$ cat src/rtl/wb_arb_pkg.sv
// ---------------------------------------------------------------------------
// wb_arb_pkg
// Shared types and widths for the register-file writeback port arbiter.
//   XLEN       : register / writeback data width
//   RF_ADDR_W  : register-file address width
//   wb_req_t   : one register-file write request {addr, data}
// ---------------------------------------------------------------------------
package wb_arb_pkg;

    localparam int XLEN      = 32;
    localparam int RF_ADDR_W = 5;

    typedef struct packed {
        logic [RF_ADDR_W-1:0] addr;
        logic [XLEN-1:0]      data;
    } wb_req_t;

endpackage

$ cat src/rtl/wb_noc_fifo.sv
// ---------------------------------------------------------------------------
// wb_noc_fifo
// Small circular FIFO holding NoC load-return writes until the register-file
// port is free. Besides the head it exposes a per-entry valid/address vector
// so the arbiter can detect a pipeline write that would overtake a queued
// NoC write to the same register.
// Ports:
//   clk, reset    : clock, synchronous active-high reset (flushes the queue)
//   push_i        : enqueue push_req_i (caller guarantees not full)
//   push_req_i    : {addr, data} to enqueue
//   pop_i         : dequeue head (caller guarantees not empty)
//   head_o        : oldest queued entry
//   empty_o       : no entries queued
//   full_o        : DEPTH entries queued
//   cnt_o         : number of queued entries
//   ent_vld_o     : per-slot "holds a queued entry"
//   ent_addr_o    : per-slot destination register
// ---------------------------------------------------------------------------
module wb_noc_fifo
    import wb_arb_pkg::*;
#(
    parameter int DEPTH = 4
) (
    input  logic                                 clk,
    input  logic                                 reset,
    input  logic                                 push_i,
    input  wb_req_t                              push_req_i,
    input  logic                                 pop_i,
    output wb_req_t                              head_o,
    output logic                                 empty_o,
    output logic                                 full_o,
    output logic [$clog2(DEPTH):0]               cnt_o,
    output logic [DEPTH-1:0]                     ent_vld_o,
    output logic [DEPTH-1:0][RF_ADDR_W-1:0]      ent_addr_o
);

    localparam int PTR_W = $clog2(DEPTH);

    wb_req_t          mem_q [DEPTH];
    logic [PTR_W-1:0] wr_ptr_q, rd_ptr_q;
    logic [PTR_W:0]   cnt_q;

    // Storage carries no reset; validity is tracked by the pointers and count.
    always_ff @(posedge clk) begin
        if (push_i) begin
            mem_q[wr_ptr_q] <= push_req_i;
        end
    end

    // DEPTH is a power of two, so pointers wrap naturally; the extra count bit
    // separates full from empty.
    always_ff @(posedge clk) begin
        if (reset) begin
            wr_ptr_q <= '0;
            rd_ptr_q <= '0;
            cnt_q    <= '0;
        end else begin
            if (push_i) wr_ptr_q <= wr_ptr_q + PTR_W'(1);
            if (pop_i)  rd_ptr_q <= rd_ptr_q + PTR_W'(1);
            cnt_q <= cnt_q + {{PTR_W{1'b0}}, push_i} - {{PTR_W{1'b0}}, pop_i};
        end
    end

    // A slot is live when its distance from the read pointer is below the count.
    always_comb begin
        logic [PTR_W-1:0] offs;
        offs = '0;
        for (int i = 0; i < DEPTH; i++) begin
            offs          = PTR_W'(i) - rd_ptr_q;
            ent_vld_o[i]  = ({1'b0, offs} < cnt_q);
            ent_addr_o[i] = mem_q[i].addr;
        end
    end

    assign head_o  = mem_q[rd_ptr_q];
    assign empty_o = (cnt_q == '0);
    assign full_o  = (cnt_q == (PTR_W+1)'(DEPTH));
    assign cnt_o   = cnt_q;

endmodule

$ cat src/rtl/wb_port_arbiter.sv
// ---------------------------------------------------------------------------
// wb_port_arbiter
// Shares the single register-file write port between the MEM/WB writeback
// and NoC load returns. NoC returns wait in wb_noc_fifo; the pipeline has
// priority, except that a pipeline write to a register with a queued NoC
// write stalls the pipeline and drains the head first, preserving order.
// Optional macro WB_ARB_AGE_EN: an age counter forces a FIFO pop (with
// stall_o) once the head has waited MAX_WAIT cycles; without it the pipeline
// has strict priority and no counter exists.
// Ports:
//   clk, reset              : clock, synchronous active-high reset
//   pipe_we_i/addr_i/data_i : MEM/WB writeback request (addr 0 = no request)
//   noc_valid_i/addr_i/data_i, noc_ready_o : NoC return handshake
//   rf_we_o/addr_o/data_o   : registered register-file write port
//   stall_o                 : combinational; MEM/WB holds pipe_* next cycle
//   fifo_cnt_o              : queued NoC entries
// ---------------------------------------------------------------------------
module wb_port_arbiter
    import wb_arb_pkg::*;
#(
    parameter int DEPTH    = 4,
    parameter int MAX_WAIT = 8
) (
    input  logic                    clk,
    input  logic                    reset,
    input  logic                    pipe_we_i,
    input  logic [RF_ADDR_W-1:0]    pipe_addr_i,
    input  logic [XLEN-1:0]         pipe_data_i,
    input  logic                    noc_valid_i,
    output logic                    noc_ready_o,
    input  logic [RF_ADDR_W-1:0]    noc_addr_i,
    input  logic [XLEN-1:0]         noc_data_i,
    output logic                    rf_we_o,
    output logic [RF_ADDR_W-1:0]    rf_addr_o,
    output logic [XLEN-1:0]         rf_data_o,
    output logic                    stall_o,
    output logic [$clog2(DEPTH):0]  fifo_cnt_o
);

    if (DEPTH < 2 || (DEPTH & (DEPTH - 1)) != 0 || MAX_WAIT < 1) begin : g_bad_cfg
        $error("wb_port_arbiter: DEPTH must be a power of two >= 2 and MAX_WAIT >= 1");
    end

    logic                             full, empty, push, pop;
    wb_req_t                          head, push_req;
    logic [DEPTH-1:0]                 ent_vld;
    logic [DEPTH-1:0][RF_ADDR_W-1:0]  ent_addr;
    logic                             pipe_req, conflict, force_pop;

    logic                  rf_we_d,   rf_we_q;
    logic [RF_ADDR_W-1:0]  rf_addr_d, rf_addr_q;
    logic [XLEN-1:0]       rf_data_d, rf_data_q;

    // Returns to x0 are acknowledged but dropped: they would never reach the regfile.
    assign noc_ready_o = !full;
    assign push        = noc_valid_i && !full && (noc_addr_i != '0);
    assign push_req    = '{addr: noc_addr_i, data: noc_data_i};
    assign pipe_req    = pipe_we_i && (pipe_addr_i != '0);

    wb_noc_fifo #(.DEPTH(DEPTH)) u_fifo (
        .clk        (clk),
        .reset      (reset),
        .push_i     (push),
        .push_req_i (push_req),
        .pop_i      (pop),
        .head_o     (head),
        .empty_o    (empty),
        .full_o     (full),
        .cnt_o      (fifo_cnt_o),
        .ent_vld_o  (ent_vld),
        .ent_addr_o (ent_addr)
    );

    // Only already-stored entries count; a same-cycle push cannot conflict.
    always_comb begin
        conflict = 1'b0;
        for (int i = 0; i < DEPTH; i++) begin
            if (ent_vld[i] && (ent_addr[i] == pipe_addr_i)) conflict = 1'b1;
        end
        conflict = conflict && pipe_req;
    end

`ifdef WB_ARB_AGE_EN
    localparam int AGE_W = $clog2(MAX_WAIT + 1);
    logic [AGE_W-1:0] age_q, age_d;

    assign force_pop = !empty && (age_q == AGE_W'(MAX_WAIT));
    // Counts cycles the head sits unserved; any pop or an empty queue restarts it.
    assign age_d     = (empty || pop) ? '0 : age_q + AGE_W'(1);

    always_ff @(posedge clk) begin
        if (reset) age_q <= '0;
        else       age_q <= age_d;
    end
`else
    assign force_pop = 1'b0;
`endif

    assign stall_o = conflict || force_pop;

    always_comb begin
        pop       = 1'b0;
        rf_we_d   = 1'b0;
        rf_addr_d = rf_addr_q;
        rf_data_d = rf_data_q;
        if (conflict || force_pop) begin
            pop       = 1'b1;
            rf_we_d   = 1'b1;
            rf_addr_d = head.addr;
            rf_data_d = head.data;
        end else if (pipe_req) begin
            rf_we_d   = 1'b1;
            rf_addr_d = pipe_addr_i;
            rf_data_d = pipe_data_i;
        end else if (!empty) begin
            pop       = 1'b1;
            rf_we_d   = 1'b1;
            rf_addr_d = head.addr;
            rf_data_d = head.data;
        end
    end

    always_ff @(posedge clk) begin
        if (reset) begin
            rf_we_q   <= 1'b0;
            rf_addr_q <= '0;
            rf_data_q <= '0;
        end else begin
            rf_we_q   <= rf_we_d;
            rf_addr_q <= rf_addr_d;
            rf_data_q <= rf_data_d;
        end
    end

    assign rf_we_o   = rf_we_q;
    assign rf_addr_o = rf_addr_q;
    assign rf_data_o = rf_data_q;

endmodule

$ cat config.mk
export PLATFORM = sky130hd
export DESIGN_NAME = wb_port_arbiter
export DESIGN_NICKNAME = d
export VERILOG_FILES = /design/src/rtl/wb_arb_pkg.sv /design/src/rtl/wb_noc_fifo.sv /design/src/rtl/wb_port_arbiter.sv
export SDC_FILE = /design/constraint.sdc
export NUM_CORES = 1
export LEC_CHECK = 0
export CAP_MARGIN = 5
export CORE_MARGIN = 1
export CORE_UTILIZATION = 35
export CTS_CLUSTER_SIZE = 8
export DETAILED_ROUTE_END_ITERATION = 10
export PLACE_DENSITY = 0.52
export SETUP_SLACK_MARGIN = 0.15
export SYNTH_ARGS = -nofsm -noshare
export SYNTH_HDL_FRONTEND = slang
export SYNTH_SLANG_ARGS = --single-unit
$ cat constraint.sdc
create_clock -name clk -period 9.2 [get_ports clk]
set_clock_uncertainty 0.15 [all_clocks]
set_input_delay 1.84 -clock clk [delete_from_list [all_inputs] [get_ports clk]]
set_output_delay 1.84 -clock clk [all_outputs]
set_load 0.03 [all_outputs]
# == Yosys cells after proc, flatten, opt, wreduce, memory -nomap -nowiden ==
# Memories as Yosys holds them, arrays and structs flattened. A register that Yosys moved wholly into a read port is not among the register bits.
# Cells that the tools add are included.
# Widths: inputs -> output; s select.
# word_totals
ff_bits,45
output_inout_bits,43
memories,1
ram_bits,148
inputBits,78
# mem_list
memory,depth,width,read_ports,rd_clocked_by_memory_dff,write_ports,line_no,text
u_fifo.mem_q,4,37,5,1,1,wb_noc_fifo.sv:39,wb_req_t mem_q [DEPTH];
# op_classes
muxes,19
n_reduce_logical,12
eq_ne,6
addsub,8
magnitude_cmp,4
# op_table
op,count
$mux 32,3
$eq 5x5->1,4
$mux 5,3
$lt 2x3->1,4
$mux 1,11
$reduce_bool 5->1,2
$logic_and 1x1->1,8
$add 2x1->2 const B,2
$mux 2,2
$sub 1x2->2 const A,2
$sub 2x2->2 const A,2
$add 3x1->3,1
$eq 3x3->1 const B,1
$logic_not 3->1,1
$ne 3x2->1 const B,1
$sub 3x1->3,1
$logic_not 1->1,1

# == Depth between registers and ports, before layout ==
# logic_depth
ltp_word,11
ltp_mapped,13
mapped_depth_nobuf,13

# == By module ==
# Synthesis repeated with hierarchy kept, for this count alone.
# unflattened
hier_cells,566
hier_area_um2,8704.6
# by_module_without_submodules
mod,area_per_inst_um2,cells_per_inst,seq_area_each_um2,instances
wb_noc_fifo,6098.3,274,4624.4,1
wb_port_arbiter,2606.2,292,760.7,1

# == Worst setup path before layout ==
# Ideal clock, no wire load.
# synth_path
path_type,input port to output port
from,input pipe_addr_i[0]
to,output stall_o
stages,7
t_required_ns,7.210
setup_slack_ns,3.765
arrival_time_ns,3.445
cell_sequence,buf_2 > xnor2_1 > nand4_1 > a2111oi_1 > nor4_2 > buf_2 > nor2_1
# synth_via
elab_chain_cells,7
word_cells_on_any_way,15
# synth_rtl
element,line_no,text
from (decl),wb_port_arbiter.sv:27,"input logic [RF_ADDR_W-1:0] pipe_addr_i,"
$eq 5x5->1,wb_port_arbiter.sv:78,if (ent_vld[i] && (ent_addr[i] == pipe_addr_i)) conflict = 1'b1;
$logic_and 1x1->1,wb_port_arbiter.sv:78,
$mux 1 (4 in a row),wb_port_arbiter.sv:78,
$logic_and 1x1->1 *,wb_port_arbiter.sv:80,conflict = conflict && pipe_req;
to (decl),wb_port_arbiter.sv:36,"output logic stall_o,"
# Every way passes the cells marked *; elsewhere a longest branch is shown, timed or not.

# == Worst setup path in the final report ==
# Ends and elaborated chain as after synthesis.

==> flow_metrics.env <==
export IMPL_clk_latency_ns=0.42
export IMPL_r2r_cells=12
export IMPL_ios=121
export IMPL_setup_viol=0
export IMPL_crit_path_end_kind="output port"
export IMPL_rsz0062_at_grt="false"
export IMPL_synth_nets=605
export IMPL_clk_path_buf_depth=2
export IMPL_grt_pass1_vias=5068
export IMPL_ys_top_cells_by_count="edfxtp_1, dfxtp_1, nor2_1"
export IMPL_gp_routability_congestion=0.850
export IMPL_cp_arrival_ns=4.61
export IMPL_synth_cell_types=41
export IMPL_seq_power_share=0.429
export IMPL_regToRegSetupSlack_ns=5.25
export IMPL_p_leak_nw=3.26
export IMPL_fill_cells=2020
export IMPL_clock_power_share=0.266
export IMPL_finalHoldViolCount=0
export IMPL_cap_violations=0
export IMPL_vias_per_cell=5.28
export IMPL_multiInputGateArea_mm2=0.00253
export IMPL_min_from="rf_addr_o[1]$_SDFFE_PP0P_"
export IMPL_swShare=0.320
export IMPL_finalSetupTns_ns=0
export IMPL_synth_edf_count=148
export IMPL_nets=708
export IMPL_grt_pass1_wl_mm=29.8
export IMPL_wl_per_cell_um=20.9
export IMPL_root_buffer="clkbuf_16"
export IMPL_die_x_um=154
export IMPL_wl_met3_um=571
export IMPL_fp_dieArea_mm2=0.0239
export IMPL_slew_headroom=0.221
export IMPL_drtAntennaViolNets=0
export IMPL_outcome="finished clean"
export IMPL_n_antenna_cell=0
export IMPL_drive_gt1_frac=0.182
export IMPL_hold_depth=2
export IMPL_combPwrFrac=0.305
export IMPL_dpl_cell_area_mm2=0.00955
export IMPL_core_area_mm2=0.0227
export IMPL_drc=0
export IMPL_cts_sinks=195
export IMPL_seqCellArea_mm2=0.00539
export IMPL_dr_wl_met2_mm=9.65
export IMPL_grt_max_degree=49
export IMPL_synthCells=516
export IMPL_ys_flop_type="edfxtp_1"
export IMPL_hold_buffers=0
export IMPL_synth_top_area_share=0.546
export IMPL_post_cts_buffers=0
export IMPL_startpoint_type="primary input"
export IMPL_grtUsageTotal=0.168
export IMPL_rows=55
export IMPL_grt_overflow=0
export IMPL_r2r_end="u_fifo.cnt_o[1]$_SDFF_PP0_"
export IMPL_synth_area_mm2=0.00814
export IMPL_finish_utilization=0.446
export IMPL_worstHoldEndpoint="rf_addr_o[1]$_SDFFE_PP0P_"
export IMPL_ir_worst_vdd_v=0.000124
export IMPL_crit_start="pipe_addr_i[0]"
export IMPL_crit_buf_inv=2
export IMPL_cts_tree="built"
export IMPL_worstPathCellList="clkdlybuf4s50_1 -> xnor2_1 -> nand4_1 -> a2111oi_0 -> nor4_4 -> nor2_1 -> clkdlybuf4s50_1"
export IMPL_initial_core_util=0.358
export IMPL_syn_avg_cell_area_um2=15.8
export IMPL_p_int_mw=1.90
export IMPL_top_layer="met4"
export IMPL_worstReg2RegStart="u_fifo.cnt_o[1]$_SDFF_PP0_"
export IMPL_dp_hpwl_mm=11.4
export IMPL_first_iter_violations=239
export IMPL_port_buffer_count=120
export IMPL_yosysTopAreaCell="edfxtp_1"
export IMPL_post_place_cells=885
export IMPL_critPathMaxFanout=7
export IMPL_totalPowerFinal_mw=2.79
export IMPL_ys_ff_latch=195
export IMPL_antenna_found_initial=0
export IMPL_fmax_ghz=0.151
export IMPL_ctsResizeCount=0
export IMPL_clk_pin_slew_ns=0.07
export IMPL_areaGrowthSynthToFinish_pct=24.6
export IMPL_critPathTopFamily="buffers and inverters"
export IMPL_layout_min_cycle_time_ns=6.60
export IMPL_wl_met1_mm=8.79
export IMPL_wl_mm=19.2
export IMPL_dr_total_vias=4838
export IMPL_die_h_um=154
export IMPL_yosys_warnings=0
export IMPL_numCtsBuffers=17
export IMPL_synth_most_common_cell="edfxtp_1"
export IMPL_final_cells=917
export IMPL_fin_area_mm2=0.0101
export IMPL_crit_cells=7
export IMPL_path_class="in2out"
export IMPL_cp_required_ns=7.21
export IMPL_slowest_stage="a2111oi_0"
export IMPL_first_pass_iters=4
export IMPL_powerDensity_mw_per_mm2=275
export IMPL_synth_seq_area_share=0.662
export IMPL_p_switching_mw=0.890
export IMPL_worst_pin_slew_ns=1.16
export IMPL_ctsHtreeMaxLevel=4
export IMPL_hold_class="reg2reg"
export IMPL_slowest_delay_ns=0.78
export IMPL_drv_slew=0
export IMPL_synth_area_leaders="edfxtp_1, dfxtp_1, mux4_2"
export IMPL_critPathMostFrequentCell="clkdlybuf4s50_1"
export IMPL_synthArstFlopShare=0
export IMPL_post_route_period_util=0.718
-- stage by stage --
step / hold slack [ns] / setup WS [ns]
floorplan: 0.364 / 3.77
global placement: 0.339 / 2.74
detailed placement: 0.346 / 2.57
CTS: 0.358 / 2.55
global route: 0.374 / 2.34
finish: 0.350 / 2.60
-- area by class of cell --
type | count | share of cell area
Tap cell | 285 | 0.0352
Clock buffer | 22 | 0.0459
Multi-Input combinational cell | 269 | 0.249
Timing Repair Buffer | 126 | 0.122
Inverter | 10 | 0.00370
Clock inverter | 10 | 0.0120
Sequential cell | 195 | 0.532
-- tightest hold or removal path: cells and delay by family (launching register included) --
family             cells  cell delay [ns]
DFF                    1             0.31
and+or+nand+nor        1             0.09
AOI/OAI and AO/OA      1             0.05
-- per-layer routing --
layer / track usage / vias to the layer above
li1: - / 2225
met1: 0.217 / 2512
met2: 0.289 / 87
met3: 0.0333 / 14
met4: 0.0410 / 0
met5: 0 / -
-- layout by cell type (no fill, tap or decap), types with 6 or more instances in the layout --
master,instances
mux4_2,37
clkbuf_16,18
a31oi_1,32
o21ai_1,23
xnor2_1,20
inv_1,9
edfxtp_1,148
ha_1,10
clkdlybuf4s50_1,119
o21ai_0,15
nor2_1,46
dfxtp_1,45
buf_4,6
nor2b_1,6
a211oi_2,29
-- flip-flops by register name, summed over array words and instances (netlist names), named ones only --
name,count
u_fifo.rd_ptr_q,2
rf_we_o,1
u_fifo.wr_ptr_q,2
u_fifo.mem_q,148
rf_addr_o,5
u_fifo.cnt_o,3
rf_data_o,32
-- worst max path at each step --
stage | to
after floorplan | stall_o
after global placement | stall_o
after detailed placement | stall_o
after CTS | stall_o
after global routing | stall_o
final | stall_o
-- kinds of logic after synthesis --
kind of cell / share of synthesized area
simple gates: 0.0452
flops: 0.662
compound gates: 0.112
buf+inv: 0.0312
xor+xnor: 0.0258
mux: 0.106
fa+ha+maj: 0.0178
-- power by group through the flow --
stage | clock (mW) | sequential (mW) | combinational (mW)
floorplan | 0 | 1.28 | 0.487
global placement | 0 | 1.21 | 0.850
detailed placement | 0 | 1.22 | 0.856
CTS | 0.757 | 1.20 | 0.859
global route | 0.787 | 1.22 | 0.915
finish | 0.742 | 1.20 | 0.849
No activity file was read; power rests on OpenSTA's default activity.
